[src/rtl/axi_wr_burst_gen.sv]
// AXI4 write burst generator: splits one aligned write command into INCR bursts
// of at most MAX_BURST beats that never cross a 4 KB boundary, and tracks B responses.
module axi_wr_burst_gen #(
  parameter int ADDR_W    = 32,
  parameter int DATA_W    = 64,
  parameter int BEATS_W   = 10,
  parameter int MAX_BURST = 16,
  parameter int MAX_OUTST = 15
) (
  input  logic                  clk,
  input  logic                  rst,
  input  logic                  cmd_valid,
  output logic                  cmd_ready,
  input  logic [ADDR_W-1:0]     cmd_addr,
  input  logic [BEATS_W-1:0]    cmd_beats,
  input  logic [DATA_W/8-1:0]   cmd_first_strb,
  input  logic [DATA_W/8-1:0]   cmd_last_strb,
  input  logic [DATA_W-1:0]     s_data,
  input  logic                  s_valid,
  output logic                  s_ready,
  output logic [ADDR_W-1:0]     m_awaddr,
  output logic [7:0]            m_awlen,
  output logic [2:0]            m_awsize,
  output logic [1:0]            m_awburst,
  output logic                  m_awvalid,
  input  logic                  m_awready,
  output logic [DATA_W-1:0]     m_wdata,
  output logic [DATA_W/8-1:0]   m_wstrb,
  output logic                  m_wlast,
  output logic                  m_wvalid,
  input  logic                  m_wready,
  input  logic [1:0]            m_bresp,
  input  logic                  m_bvalid,
  output logic                  m_bready,
  output logic                  done,
  output logic                  err
);

  localparam int STRB_W   = DATA_W / 8;
  localparam int STRB_LOG = $clog2(STRB_W);
  localparam int LEN_W    = (BEATS_W > 13) ? BEATS_W : 13;
  localparam int OUT_W    = $clog2(MAX_OUTST + 1);

  typedef enum logic [1:0] {IDLE, ADDR, DATA, RESP} state_t;

  state_t state, state_nxt;

  logic [ADDR_W-1:0]  cur_addr;
  logic [BEATS_W-1:0] remaining;
  logic [LEN_W-1:0]   burst_len;
  logic [LEN_W-1:0]   beat_cnt;
  logic [LEN_W-1:0]   next_len;
  logic [LEN_W-1:0]   rem_ext;
  logic [LEN_W-1:0]   bytes_to_4k;
  logic [LEN_W-1:0]   beats_to_4k;
  logic [STRB_W-1:0]  first_strb;
  logic [STRB_W-1:0]  last_strb;
  logic               first_pending;
  logic [OUT_W-1:0]   outstanding;
  logic               bready_q;
  logic               err_q;
  logic               accept;
  logic               aw_hs;
  logic               w_hs;
  logic               b_hs;
  logic               w_active;
  logic               burst_end;
  logic               cmd_last_beat;

  assign rem_ext     = LEN_W'(remaining);
  assign bytes_to_4k = LEN_W'(13'd4096 - {1'b0, cur_addr[11:0]});
  assign beats_to_4k = bytes_to_4k >> STRB_LOG;

  assign accept        = cmd_valid && (state == IDLE);
  assign w_active      = (state == DATA);
  assign aw_hs         = m_awvalid && m_awready;
  assign w_hs          = w_active && s_valid && m_wready;
  assign b_hs          = m_bvalid && bready_q;
  assign burst_end     = (beat_cnt == burst_len - LEN_W'(1));
  assign cmd_last_beat = burst_end && (rem_ext == burst_len);

  // Burst length is the tightest of remaining beats, MAX_BURST and room to the 4 KB edge.
  always_comb begin
    next_len = rem_ext;
    if (next_len > LEN_W'(MAX_BURST)) next_len = LEN_W'(MAX_BURST);
    if (next_len > beats_to_4k)       next_len = beats_to_4k;
  end

  always_ff @(posedge clk or posedge rst) begin
    if (rst) state <= IDLE;
    else     state <= state_nxt;
  end

  always_comb begin
    state_nxt = state;
    unique case (state)
      IDLE: if (accept) state_nxt = (cmd_beats == '0) ? RESP : ADDR;
      ADDR: if (aw_hs) state_nxt = DATA;
      DATA: if (w_hs && burst_end) state_nxt = (rem_ext != burst_len) ? ADDR : RESP;
      RESP: if (outstanding == '0) state_nxt = IDLE;
      default: state_nxt = IDLE;
    endcase
  end

  always_comb begin
    cmd_ready = (state == IDLE);
    m_awvalid = (state == ADDR) && (outstanding != OUT_W'(MAX_OUTST));
    m_awaddr  = cur_addr;
    m_awlen   = 8'(next_len - LEN_W'(1));
    m_awsize  = 3'(STRB_LOG);
    m_awburst = 2'b01;
    m_wdata   = s_data;
    m_wvalid  = s_valid && w_active;
    s_ready   = m_wready && w_active;
    m_wlast   = w_active && burst_end;
    m_wstrb   = '1;
    if (first_pending) m_wstrb = m_wstrb & first_strb;
    if (cmd_last_beat) m_wstrb = m_wstrb & last_strb;
    m_bready  = bready_q;
    done      = (state == RESP) && (outstanding == '0);
    err       = err_q;
  end

  always_ff @(posedge clk or posedge rst) begin
    if (rst) begin
      cur_addr      <= '0;
      remaining     <= '0;
      burst_len     <= '0;
      beat_cnt      <= '0;
      first_strb    <= '0;
      last_strb     <= '0;
      first_pending <= 1'b0;
    end else begin
      if (accept) begin
        cur_addr      <= cmd_addr;
        remaining     <= cmd_beats;
        first_strb    <= cmd_first_strb;
        last_strb     <= cmd_last_strb;
        first_pending <= 1'b1;
      end
      if (aw_hs) begin
        burst_len <= next_len;
        beat_cnt  <= '0;
      end
      if (w_hs) begin
        first_pending <= 1'b0;
        if (burst_end) begin
          cur_addr  <= cur_addr + ADDR_W'(burst_len << STRB_LOG);
          remaining <= remaining - BEATS_W'(burst_len);
        end else begin
          beat_cnt <= beat_cnt + LEN_W'(1);
        end
      end
    end
  end

  // A B response landing with an AW handshake leaves the outstanding count unchanged.
  always_ff @(posedge clk or posedge rst) begin
    if (rst) begin
      outstanding <= '0;
    end else if (aw_hs && !b_hs) begin
      outstanding <= outstanding + OUT_W'(1);
    end else if (b_hs && !aw_hs && (outstanding != '0)) begin
      outstanding <= outstanding - OUT_W'(1);
    end
  end

  always_ff @(posedge clk or posedge rst) begin
    if (rst) begin
      err_q    <= 1'b0;
      bready_q <= 1'b0;
    end else begin
      bready_q <= 1'b1;
      if (accept)                        err_q <= 1'b0;
      else if (b_hs && (m_bresp != 2'b00)) err_q <= 1'b1;
    end
  end

endmodule

[config.mk]
export PLATFORM = sky130hd
export DESIGN_NAME = axi_wr_burst_gen
export DESIGN_NICKNAME = d
export VERILOG_FILES = /design/src/rtl/axi_wr_burst_gen.sv
export SDC_FILE = /design/constraint.sdc
export NUM_CORES = 1
export LEC_CHECK = 0
export BUFFER_PORTS_ARGS = -buffer_cell sky130_fd_sc_hd__buf_4
export CAP_MARGIN = 25
export CORE_UTILIZATION = 30
export CTS_BUF_LIST = sky130_fd_sc_hd__clkbuf_4 sky130_fd_sc_hd__clkbuf_8 sky130_fd_sc_hd__clkbuf_16
export CTS_CLUSTER_DIAMETER = 200
export DETAILED_ROUTE_END_ITERATION = 6
export SYNTH_ARGS = -nofsm -noshare
export SYNTH_HDL_FRONTEND = slang
export SYNTH_SLANG_ARGS = --single-unit
export TNS_END_PERCENT = 10
[constraint.sdc]
create_clock -name clk -period 5.7 [get_ports clk]
set_clock_uncertainty 0.05 [all_clocks]
set_input_delay 1.14 -clock clk [delete_from_list [all_inputs] [get_ports clk]]
set_output_delay 1.14 -clock clk [all_outputs]
set_load 0.01 [all_outputs]
---- Yosys cells after proc, flatten, opt, wreduce, memory -nomap -nowiden ----
Cells that the tools add are included.
cells by class
  add/subtract/negate cells ............... 8
  $lt $le $gt $ge ......................... 2
  equality and inequality tests ........... 11
  multiplexer cells ....................... 26
  bitwise operators ....................... 1
  reduce and logical (&&, ||, !) cells .... 26
operator list
  kind                    count
  $mux 32                 3
  $mux 10                 5
  $mux 13                 3
  $add 32x13->32          1
  $mux 8                  2
  $logic_and 1x1->1       15
  $add 13x1->13 const B   1
  $eq 13x13->1            1
  $sub 13x12->13 const A  1
  $mux 2                  6
  $sub 10x1->11 const B   1
  $eq 10x10->1            1
  $gt 10x10->1            1
  $gt 10x5->1 const B     1
  $logic_not 10->1        1
  $ne 10x10->1            1
  $sub 10x10->10          1
  $and 8x8->8             1
  $mux 4                  2
  $pmux 2 s4              1
  $reduce_bool 2->1       4
  $sub 8x1->8 const B     1
  $add 4x1->4 const B     1
  $eq 2x2->1 const B      2
  other kinds (11)        17
storage, ports and cells
  register bits after elaboration ......... 90

---- Depth between registers and ports, before layout ----
  depth in word-level cells ............... 8
  gate-level depth with buffers ........... 18
  gate-level depth less buffers ........... 17

---- Least setup slack after synthesis ----
OpenSTA, ideal clock, no wires.
  path kind ............................... register to output
  start point ............................. register cur_addr[3] (netlist: m_awaddr[3])
  end point ............................... output port m_awlen[6]
  arrival ................................. 4.746 ns
  data required time ...................... 4.510 ns
  slack ................................... -0.236 ns
  cell stages (with the launch flop) ...... 18
  path buffers ............................ 1
  path through ............................ dfrtp_1 > nor4_1 > nand2_1 > or4_1 > or3_1 > or3_1 > ha_1 > nand2_1 > o32ai_1 > a31oi_1 > clkbuf_1 > mux2i_1 > ha_1 > inv_1 > a21o_1 > nand2b_1 > xnor2_1 > a21o_1
on the way
  cells in the longest elaborated chain, start to end .. 4
ends and longest elaborated chain
  element                   line  source
  start: declaration        48    logic [ADDR_W-1:0] cur_addr;
  start signal: assignment  135   cur_addr <= cmd_addr;
  start signal: assignment  148   cur_addr <= cur_addr + ADDR_W'(burst_len << STRB_LOG);
  $sub 13x12->13 *          71    assign bytes_to_4k = LEN_W'(13'd4096 - {1'b0, cur_addr[11:0]});
  $gt 10x10->1              86    if (next_len > beats_to_4k) next_len = beats_to_4k;
  $mux 10 *                 86
  $sub 8x1->8 *             109   m_awlen = 8'(next_len - LEN_W'(1));
  end: declaration          22    output logic [7:0] m_awlen,
Every way passes the cells marked *; elsewhere a longest branch is shown, timed or not.

---- Worst setup path after layout ----
  start point ............................. register cur_addr[0] (netlist: m_awaddr[0])
  end point ............................... output port m_awlen[6]
The elaborated chain is that of the path after synthesis.

==> results.md <==
- Status: finished, final reports clean
- Yosys warning count: 0
- Number of enable flip-flop cells after synthesis: 0
- Remaining Overflow, GRT: 0
- Largest net degree at the start of global routing: 62
- Critical path peak fanout: 4
- GR Layer Usage met3: 3.01%
- RSZ-0062 raised after global routing: yes
- Synth Instances: 803
- Hold Crit Class: reg -> reg
- Fmax: 180 MHz
- Die area: approximately 23000 um2
- Net Sw Power: 1970 uW
- Die Ht: 153 um
- Final HPWL from detailed placement: 14.3 mm
- First-pass GRT wire length: around 31 mm
- TritonCTS Buffers: 9
- Internal: 2460 uW
- Initial antenna violation count: 0
- P_leak: 0.00360 uW
- Layout fillers: 2337
- Clock-pin slew on the worst setup and hold paths: 0.06 ns
- Slew HR: 33.9%
- Total GRT Usage: 16.7%
- Pins over their slew limit: 0
- Final Cell Area: 7960 um2
- Synth unique cells: 68
- Synthesized cell area: 6840 um2
- Max cap viols: 0
- Final-report hold violation count: 0
- Sink Count: 90
- Fin crit share: between 90% and 100%
- CTS tree: yes
- Worst IR Drop VDD: 0.221 mV
- CORE AREA: 22100 um2
- R2R Path Start: m_awaddr[0]$_DFFE_PP0N_
- CTS Root Cell: clkbuf_16
- Initial Util: 31.0%
- CP arrival: 4.38 ns
- Synth Register Bits: 90
- I/O Pins: roughly 260
- Sw Ratio: 44.5%
- Post-Syn Area per Cell: roughly 8.5 um2
- DR vias/cell: 5.09
- Starting DRT DRC Count: 393
- Clock Tree Buf Depth: 2
- Worst setup SP type: register
- Clock Latency Late Sink: roughly 0.35 ns
- Hold slack: 0.424 ns
- Critical Path Source: m_awaddr[0]$_DFFE_PP0N_
- # rows: 54
- Final nets: 1029
- Total Wirelength: 19.3 mm
- # setup viols final: 0
- PD cells: 556 nW/um2
- Top_reg_cell synth: dfrtp_1
- Crit end category: output port
- Vias in the first global route: 5683
- Crit path required time: approximately 4.5 ns
- Post-DR wirelength/cell: 16.8 um
- FFs w/ async S/R, synth: 100%
- Seq pwr share: 28.1%
- Placer Congestion: 0.870
- DP Area: 7560 um2
- Worst slew pin tran: 0.991 ns
- Most frequent cells in the layout: buf_4 (140), nand2_1 (102), dfrtp_1 (90)
- Vias: 5833
- CTS HTree Levels: 3
- Worst Setup Path Type: reg -> out
- Drt pass-1 iters: 4
- GRT Max-Usage Layer: met2
- Area grow syn2layout: 16.3%
- Antenna Diode Count: 0
- Residual DRC: 0
- Share of cells above drive strength 1: between 20% and 30%
- Leading cell type in the layout, fill and taps excluded: buf_4
- HP Start: last_strb[3]$_DFFE_PP0P_
- Met2 Use GR: 26.8%
- Min cycle time layout: around 5.6 ns
- PortBufs: 122
- Antenna-violating nets left: 0
- Met1 usage: 22.5%
- Clock power frac: 13.1%
- Comb power frac: 58.8%
- Register area share after synthesis: about a third
- Die width: 153 um
## cells in the mapped netlist (10+ instances only)
cell      number  area [um2]
a21o_1        10        75.1
a21oi_1       39         195
and2_1        15        93.8
and3_1        20         125
buf_4         72         541
clkbuf_1      20        75.1
dfrtp_1       90        2250
ha_1          34         425
inv_1         42         158
mux2i_1       23         230
nand2_1      104         390
nand3_1       25         125
nor2_1        50         188
nor3_1        22         110
o21a_1        10        75.1
o21ai_0       39         195
xnor2_1       28         245
xor2_1        13         114
## area by class of cell
class / count / area (um2) / area share (%)
multi-input combinational: 578 / 3860 / 48.6
sequential: 90 / 2250 / 28.3
timing repair buffer: 140 / 1050 / 13.2
tap: 280 / 350 / 4.40
clock buffer: 12 / 254 / 3.19
inverter: 42 / 159 / 2.00
clock inverter: 4 / 27.5 / 0.346
## kinds of logic after synthesis
| logic type | count (synthesis) | synth area share (%) |
|---|---|---|
| and+or+nand+nor | 288 | 20.8 |
| other | 2 | 0.110 |
| muxes | 28 | 4.19 |
| DFF | 90 | 32.9 |
| buffers and inverters | 144 | 12.4 |
| adders and majority gates | 37 | 7.10 |
| xor gates and xnor gates | 42 | 5.60 |
| AOI/OAI and AO/OA | 172 | 16.9 |
## power by group through the flow
stage          clock, uW  sequential [uW]  combinational, uW
2_1_floorplan          0             1180               1780
3_3_place_gp           0             1240               2520
3_5_place_dp           0             1250               2550
4_1_cts              606             1240               2580
5_1_grt              623             1300               2910
6_report             581             1240               2600
## stage by stage
stage	setup TNS (ns)	setup slack, ns	util (%)	cells	power [uW]
final	0	0.134	36.0	1146	4430
after global routing	-0.0653	-0.0470	36.0	1146	4830
after CTS	0	0.0218	35.6	1142	4430
after detailed placement	0	0.0861	34.2	1125	3800
after global placement	0	0.170	34.2	1125	3760
after floorplan	0	0.0187	-	812	2960
## registers in the layout (all words and copies together) (netlist names)
name	cells
last_strb	8
m_awaddr	32
remaining	10
first_strb	8
burst_len	10
beat_cnt	13
state	2
err	1
m_bready	1
first_pending	1
outstanding	4
## layer usage
metal  vias to the layer above  wire (um)
met5                         -          0
met4                         0        433
met3                        33        833
met2                       155       9080
met1                      2782       8910
li1                       2863          -
## worst max-delay path, stage by stage, from the launching register on
cell and delay (ns):
dfrtp_1 0.42, nor4_4 0.33, nand2_2 0.12, or4_4 0.43
or3_4 0.37, or3_4 0.38, nand2_4 0.09, ha_4 0.13
o21a_1 0.10, o32ai_1 0.09, a31oi_2 0.29, mux2i_2 0.30
ha_2 0.21, inv_2 0.05, a21o_1 0.16, nand2b_4 0.13
xnor2_1 0.11, a21o_1 0.17, buf_4 0.13
## worst paths after layout
check	to	slack [ns]	cells after the start
max	m_awlen[6]	0.13	18
min reg2reg	last_strb[3]$_DFFE_PP0P_	0.42	2
max reg2reg	burst_len[2]$_DFFE_PP0P_	1.96	14
max in group asynchronous	m_awaddr[13]$_DFF_PP0_	3.61	3
min	last_strb[3]$_DFFE_PP0P_	0.42	2
min in group asynchronous	err$_DFFE_PP0P_	0.79	2
## repair_timing
item	CTS	global route
resized for setup	5	10
hold buffers	0	0
buffers inserted	1	4
pin swaps	1	4
endpoints found under the setup margin	2	2
Power figures use the tool's default switching activity.
